--- config.mk ---
export PLATFORM = sky130hd
export DESIGN_NAME = fless
export DESIGN_NICKNAME = d
export VERILOG_FILES = /design/src/rtl/fpu_pkg.sv /design/src/rtl/fp_mag_lt.sv /design/src/rtl/fless.sv
export SDC_FILE = /design/constraint.sdc
export NUM_CORES = 1
export LEC_CHECK = 0
export ABC_AREA = 1
export CORE_UTILIZATION = 47
export DETAILED_ROUTE_END_ITERATION = 12
export GPL_ROUTABILITY_DRIVEN = 1
export PLACE_DENSITY = 0.88
export SLEW_MARGIN = 40
export SYNTH_ARGS = -nofsm -noshare
export SYNTH_HDL_FRONTEND = slang
export SYNTH_SLANG_ARGS = --single-unit
--- constraint.sdc ---
create_clock -name vclk -period 6.2
set_input_delay 0.93 -clock vclk [all_inputs]
set_output_delay 0.93 -clock vclk [all_outputs]
set_load 0.1 [all_outputs]
--- src/rtl/fpu_pkg.sv ---
// ---------------------------------------------------------------------------
// fpu_pkg
// Shared single-precision field constants and a field view of a binary32 word.
// Imported by the comparator top level and by anything else that needs to
// pick IEEE-754 binary32 words apart by field.
// ---------------------------------------------------------------------------
package fpu_pkg;

    localparam int unsigned EXP_MSB = 30;
    localparam int unsigned EXP_LSB = 23;
    localparam int unsigned MAN_W   = 23;
    localparam logic [7:0]  EXP_MAX = 8'hFF;

    // Field view of a binary32 word; bit layout matches the raw vector
    // so a plain cast splits sign, exponent and mantissa.
    typedef struct packed {
        logic             sign;
        logic [7:0]       exp;
        logic [MAN_W-1:0] man;
    } float32_t;

endpackage

--- src/rtl/fp_mag_lt.sv ---
// ---------------------------------------------------------------------------
// fp_mag_lt
// Unsigned 31-bit magnitude comparator for sign-stripped binary32 words.
// Because exponent sits above mantissa, unsigned order of {exp, man} is the
// same as numeric order of the magnitudes (infinities included).
//   a, b : 31-bit magnitudes
//   lt   : a < b
//   eq   : a == b
// ---------------------------------------------------------------------------
module fp_mag_lt (
    input  logic [30:0] a,
    input  logic [30:0] b,
    output logic        lt,
    output logic        eq
);

    assign lt = (a < b);
    assign eq = (a == b);

endmodule

--- src/rtl/fless.sv ---
// ---------------------------------------------------------------------------
// fless
// Combinational IEEE-754 binary32 ordered less-than: y = (x1 < x2).
// Denormals flush to a zero of their own sign, +0 equals -0, any NaN
// operand forces y to 0.
//   x1   : operand A
//   x2   : operand B
//   y    : 1 when A < B
//   clk  : system clock, unused (no storage in this block)
//   rstn : synchronous active-high reset, unused; any later pipeline
//          register here should clear to 0 while it is high
// ---------------------------------------------------------------------------
module fless
    import fpu_pkg::*;
(
    input  logic [31:0] x1,
    input  logic [31:0] x2,
    output logic        y,
    input  logic        clk,
    input  logic        rstn
);

    float32_t    a;
    float32_t    b;
    logic        a_zero;
    logic        b_zero;
    logic        a_nan;
    logic        b_nan;
    logic [30:0] a_mag;
    logic [30:0] b_mag;
    logic        mag_lt;
    logic        mag_eq;

    // Clock and reset are accepted for drop-in compatibility only.
    logic unused_clk_rst;
    assign unused_clk_rst = clk ^ rstn;

    assign a = float32_t'(x1);
    assign b = float32_t'(x2);

    assign a_zero = (a.exp == 8'h00);
    assign b_zero = (b.exp == 8'h00);
    assign a_nan  = (a.exp == EXP_MAX) && (a.man != '0);
    assign b_nan  = (b.exp == EXP_MAX) && (b.man != '0);

    // Flushing denormal magnitudes to zero makes same-sign zero/denormal
    // pairs compare equal without a separate special case.
    assign a_mag = a_zero ? 31'd0 : x1[EXP_MSB:0];
    assign b_mag = b_zero ? 31'd0 : x2[EXP_MSB:0];

    fp_mag_lt u_mag_lt (
        .a  (a_mag),
        .b  (b_mag),
        .lt (mag_lt),
        .eq (mag_eq)
    );

    // Sign combination: for two negatives the larger magnitude is smaller,
    // and a negative/positive pair is ordered unless both are zeros.
    always_comb begin
        y = 1'b0;
        if (!a_nan && !b_nan) begin
            unique case ({a.sign, b.sign})
                2'b00:   y = mag_lt;
                2'b11:   y = !mag_lt && !mag_eq;
                2'b10:   y = !(a_zero && b_zero);
                default: y = 1'b0;
            endcase
        end
    end

endmodule

-- Yosys cells after proc, flatten, opt, wreduce, memory -nomap -nowiden
Cells that the tools add are included.
- register bits after elaboration: 0
- bits of input ports: 66
- output and inout bits: 1
- order comparisons: 1
- equality and inequality tests: 5
- mux-type cells: 4
- reduce and logical (&&, ||, !) cells: 15
- operators with widths (kind ; number):
    2-to-1 mux 31 bit ; 2
    nonzero test 23 bit ; 2
    equality test 31 bit ; 1
    < comparator 31 bit ; 1
    equality test 8 bit, second input constant ; 2
    logical NOT 8 bit ; 2
    logical AND 1 bit ; 5
    logical NOT 1 bit ; 5
    equality test 2 bit, second input constant ; 2
    case mux 1 bit (3 select lines) ; 1
    logical NOT 2 bit ; 1
    2-to-1 mux 1 bit ; 1

-- Longest topological paths before layout
- word-level depth: 7
- depth in mapped cells: 19

-- Modules after synthesis
Synthesis repeated with hierarchy kept, for this count alone.
- cells, all modules: 331
- area, all modules: 1640.3 µm²
- by module, submodules not included (module ; instances ; cells each ; area an instance (µm²) ; sequential area each (µm²)):
    fp_mag_lt ; 1 ; 149 ; 885.8 ; 0.0
    fless ; 1 ; 182 ; 754.5 ; 0.0

-- Worst setup path before layout
OpenSTA, ideal clock, no wires.
- kind: input to output
- from: in x1[25]
- to: out y
- arrival time: 3.115 ns
- required time: 5.270 ns
- path slack: 2.155 ns
- stages: 16
- path through: nor2_1 nand2_1 nor2_1 buf_2 nor2_1 ha_1 nand2_1 nor2_1 nand4_1 nor3_2 nand2_1 nand2_1 nand3_1 nand3_1 nand2_1 inv_1
- longest elaborated chain between the ends: 7
- elaborated cells on any way between the ends: 15
- classes of those cells: 1 x order compare; 2 x eq/ne; 3 x mux; 9 x reduce/logical
- ends and longest elaborated chain (what ; line ; source):
    from (decl) ; fless.sv:16 ; input logic [31:0] x1,
    logical NOT 8 bit ; fless.sv:41 ; assign a_zero = (a.exp == 8'h00);
    2-to-1 mux 31 bit ; fless.sv:48 ; assign a_mag = a_zero ? 31'd0 : x1[EXP_MSB:0];
    < comparator 31 bit / equality test 31 bit (equally long branches) ; fp_mag_lt.sv:17, fp_mag_lt.sv:18 ;
    logical NOT 1 bit ; fless.sv:65 ; 2'b11: y = !mag_lt && !mag_eq;
    logical AND 1 bit ; fless.sv:65 ;
    case mux 1 bit (3 select lines) ; fless.sv:63 ; unique case ({a.sign, b.sign})
    2-to-1 mux 1 bit * ; fless.sv:62 ; if (!a_nan && !b_nan) begin
    to (decl) ; fless.sv:18 ; output logic y,
Every way passes the cells marked *; elsewhere a longest branch is shown, timed or not.

-- Final worst setup path
Same ends and word-level chain as after synthesis.

==> impl_metrics.tcl <==
set metrics [dict create \
    row_count 19 \
    antenna_cells 0 \
    multi_input_area_sq_um 1124 \
    rsz0062_at_grt "false" \
    min_to "y" \
    io_buffer_count 65 \
    grt_pass1_vias 1511 \
    irDropWorstVdd_mv 0.05480 \
    route.detailed.drc 0 \
    routedWlPerCell_microns 10.01 \
    crit_arrival_ns 3.93 \
    end_kind "primary output" \
    nClkBuffers 0 \
    startpoint "x1[25]" \
    critPathRequiredTime_ns 5.27 \
    synth_area_sq_um 1365 \
    cp_max_fo 13 \
    seq_cell_count 0 \
    post-place-ws_ns 1.308 \
    slew_headroom_pct 53.75 \
    synthTopCellsByArea "ha_1 28%, nand2_1 21%, inv_1 14%" \
    yosysTopAreaCell "ha_1" \
    hpwl_microns 3040 \
    syn_nets 357 \
    wirelength_microns 3453 \
    final_antenna_net_count 0 \
    tns_ns 0 \
    pwr_density_cell_nw_per_um2 59.54 \
    status "completed" \
    dieArea_sq_um 3124 \
    die_y_microns 55.89 \
    cts_setup_buffers 0 \
    cts_resized 0 \
    antenna_found_initial 0 \
    die_w_microns 55.89 \
    drive_gt1_share_pct 3.185 \
    drtPass1Iterations 4 \
    syn_to_final_growth_pct 47.20 \
    setup_slack_ns 1.339 \
    io_pins 67 \
    ys_warn_count 0 \
    worst_pin_slew_ns 0.6912 \
    hold_path_class "input port to primary output" \
    nFillCells 256 \
    period_share_pct 78.41 \
    ys_seq_area_share_pct 0 \
    holdBufCountCts 0 \
    seq_area_sq_um 0 \
    slew_viol_final 0 \
    drt-initial-drc-count 33 \
    finalSetupViolCount 0 \
    hp-start "x1[31]" \
    grt_pass1_wl_microns 5899 \
    utilization_pct 72.87 \
    netlist_instances 260 \
    period_minus_slack_ns 4.861 \
    overflow 0 \
    hold_viol 0 \
    fp.coreArea_sq_um 2758 \
    synth.distinct_cells 19 \
    fmax_mhz 205.7 \
    grt_usage_pct 21.83 \
    critPathKind "input port to primary output" \
    worst_setup_path_start_kind "input port" \
    nets 413 \
    netlist.area_leader.share_pct 28.41 \
    holdPathStages 6 \
    start_util_pct 49.50 \
    cap_violations 0 \
    num_vias 1685 \
    p_leak_uw 0.001107 \
    gp_congestion 0.7870 \
    grt_max_degree 23 \
    via_per_inst 4.884 \
    syn_area_per_cell_sq_um 5.250 \
]
-- metal layers --
layer / global-route usage [%] / vias to the layer above / wire, microns
met3: 0.6977 / 0 / 186
met4: 0 / 0 / 0
met2: 40.10 / 49 / 1580
met5: 0 / - / 0
li1: - / 924 / -
met1: 30.27 / 712 / 1687
-- power by group --
group          total (uW)  switching (uW)  internal [uW]  leakage [uW]
sequential              0               0              0             0
combinational         120            55.0           64.6       0.00111
clock                   0               0              0             0
-- placed cells by master, fill, tap and decap left out --
cell type and n:
nand2_1 75, clkdlybuf4s50_1 64, inv_1 51, nor2_1 43, ha_1 31, nand4_1 11
a21oi_1 8, nor4_1 8, nand3_1 7, nand2_2 4, o21ai_0 2, a21o_1 2
buf_4 2, nor2_2 1, nor2_4 1, nor3_2 1, a21oi_2 1, nand3b_1 1
nor3_1 1
-- how the worst max path moves through the flow --
stage,endpoint,slack (ns)
finish,y,1.34
global route,y,1.05
CTS,y,1.31
detailed placement,y,1.31
global placement,y,1.39
floorplan,y,2.16
-- per-stage QoR --
| step | power (uW) | hold slack (ns) | std cells | area, sq um |
|---|---|---|---|---|
| finish | 119.6 | 2.789 | 345 | 2009 |
| global route | 135.4 | 2.825 | 345 | 2009 |
| CTS | 120.4 | 2.786 | 345 | 2009 |
| detailed placement | 119.6 | 2.782 | 345 | 2009 |
| global placement | 117.4 | 2.784 | 345 | 2009 |
| floorplan | 64.12 | 2.387 | 260 | 1365 |
-- cell type report --
type               instances  share of cell area (%)
inverters                 51                   9.527
well taps                 31                   1.930
repair buffers            66                   32.63
multi-input cells        197                   55.92
-- critical path, stage by stage --
cell             delay [ns]
clkdlybuf4s50_1        0.46
nor2_1                 0.12
nand2_1                0.08
nor2_1                 0.55
buf_4                  0.31
nor2_1                 0.06
ha_1                   0.29
nand2_1                0.07
nor2_1                 0.13
nand4_1                0.10
nor3_2                 0.15
nand2_1                0.09
nand2_1                0.06
nand3_1                0.06
nand3_1                0.06
nand2_1                0.05
inv_1                  0.05
buf_4                  0.28
-- cells by family (layout without fill, tap and decap cells) --
| group | Yosys count | in the layout | share of synthesized area (%) |
|---|---|---|---|
| AOI/OAI and AO/OA | 13 | 13 | 5.408 |
| adders and majority gates | 31 | 31 | 28.41 |
| buffers and inverters | 63 | 117 | 17.69 |
| and+or+nand+nor | 153 | 153 | 48.49 |
-- cells in the mapped netlist --
cell	number
nor3_1	1
a21o_1	2
nor2_2	1
buf_2	4
nand4_1	11
nor2_4	1
ha_1	31
nand2_1	75
o21ai_0	2
nand2_2	4
nor4_1	8
nand3_1	7
inv_1	51
a21oi_2	1
nand3b_1	1
nor2_1	43
clkbuf_1	8
a21oi_1	8
nor3_2	1
(Power assumes the default switching activity.)
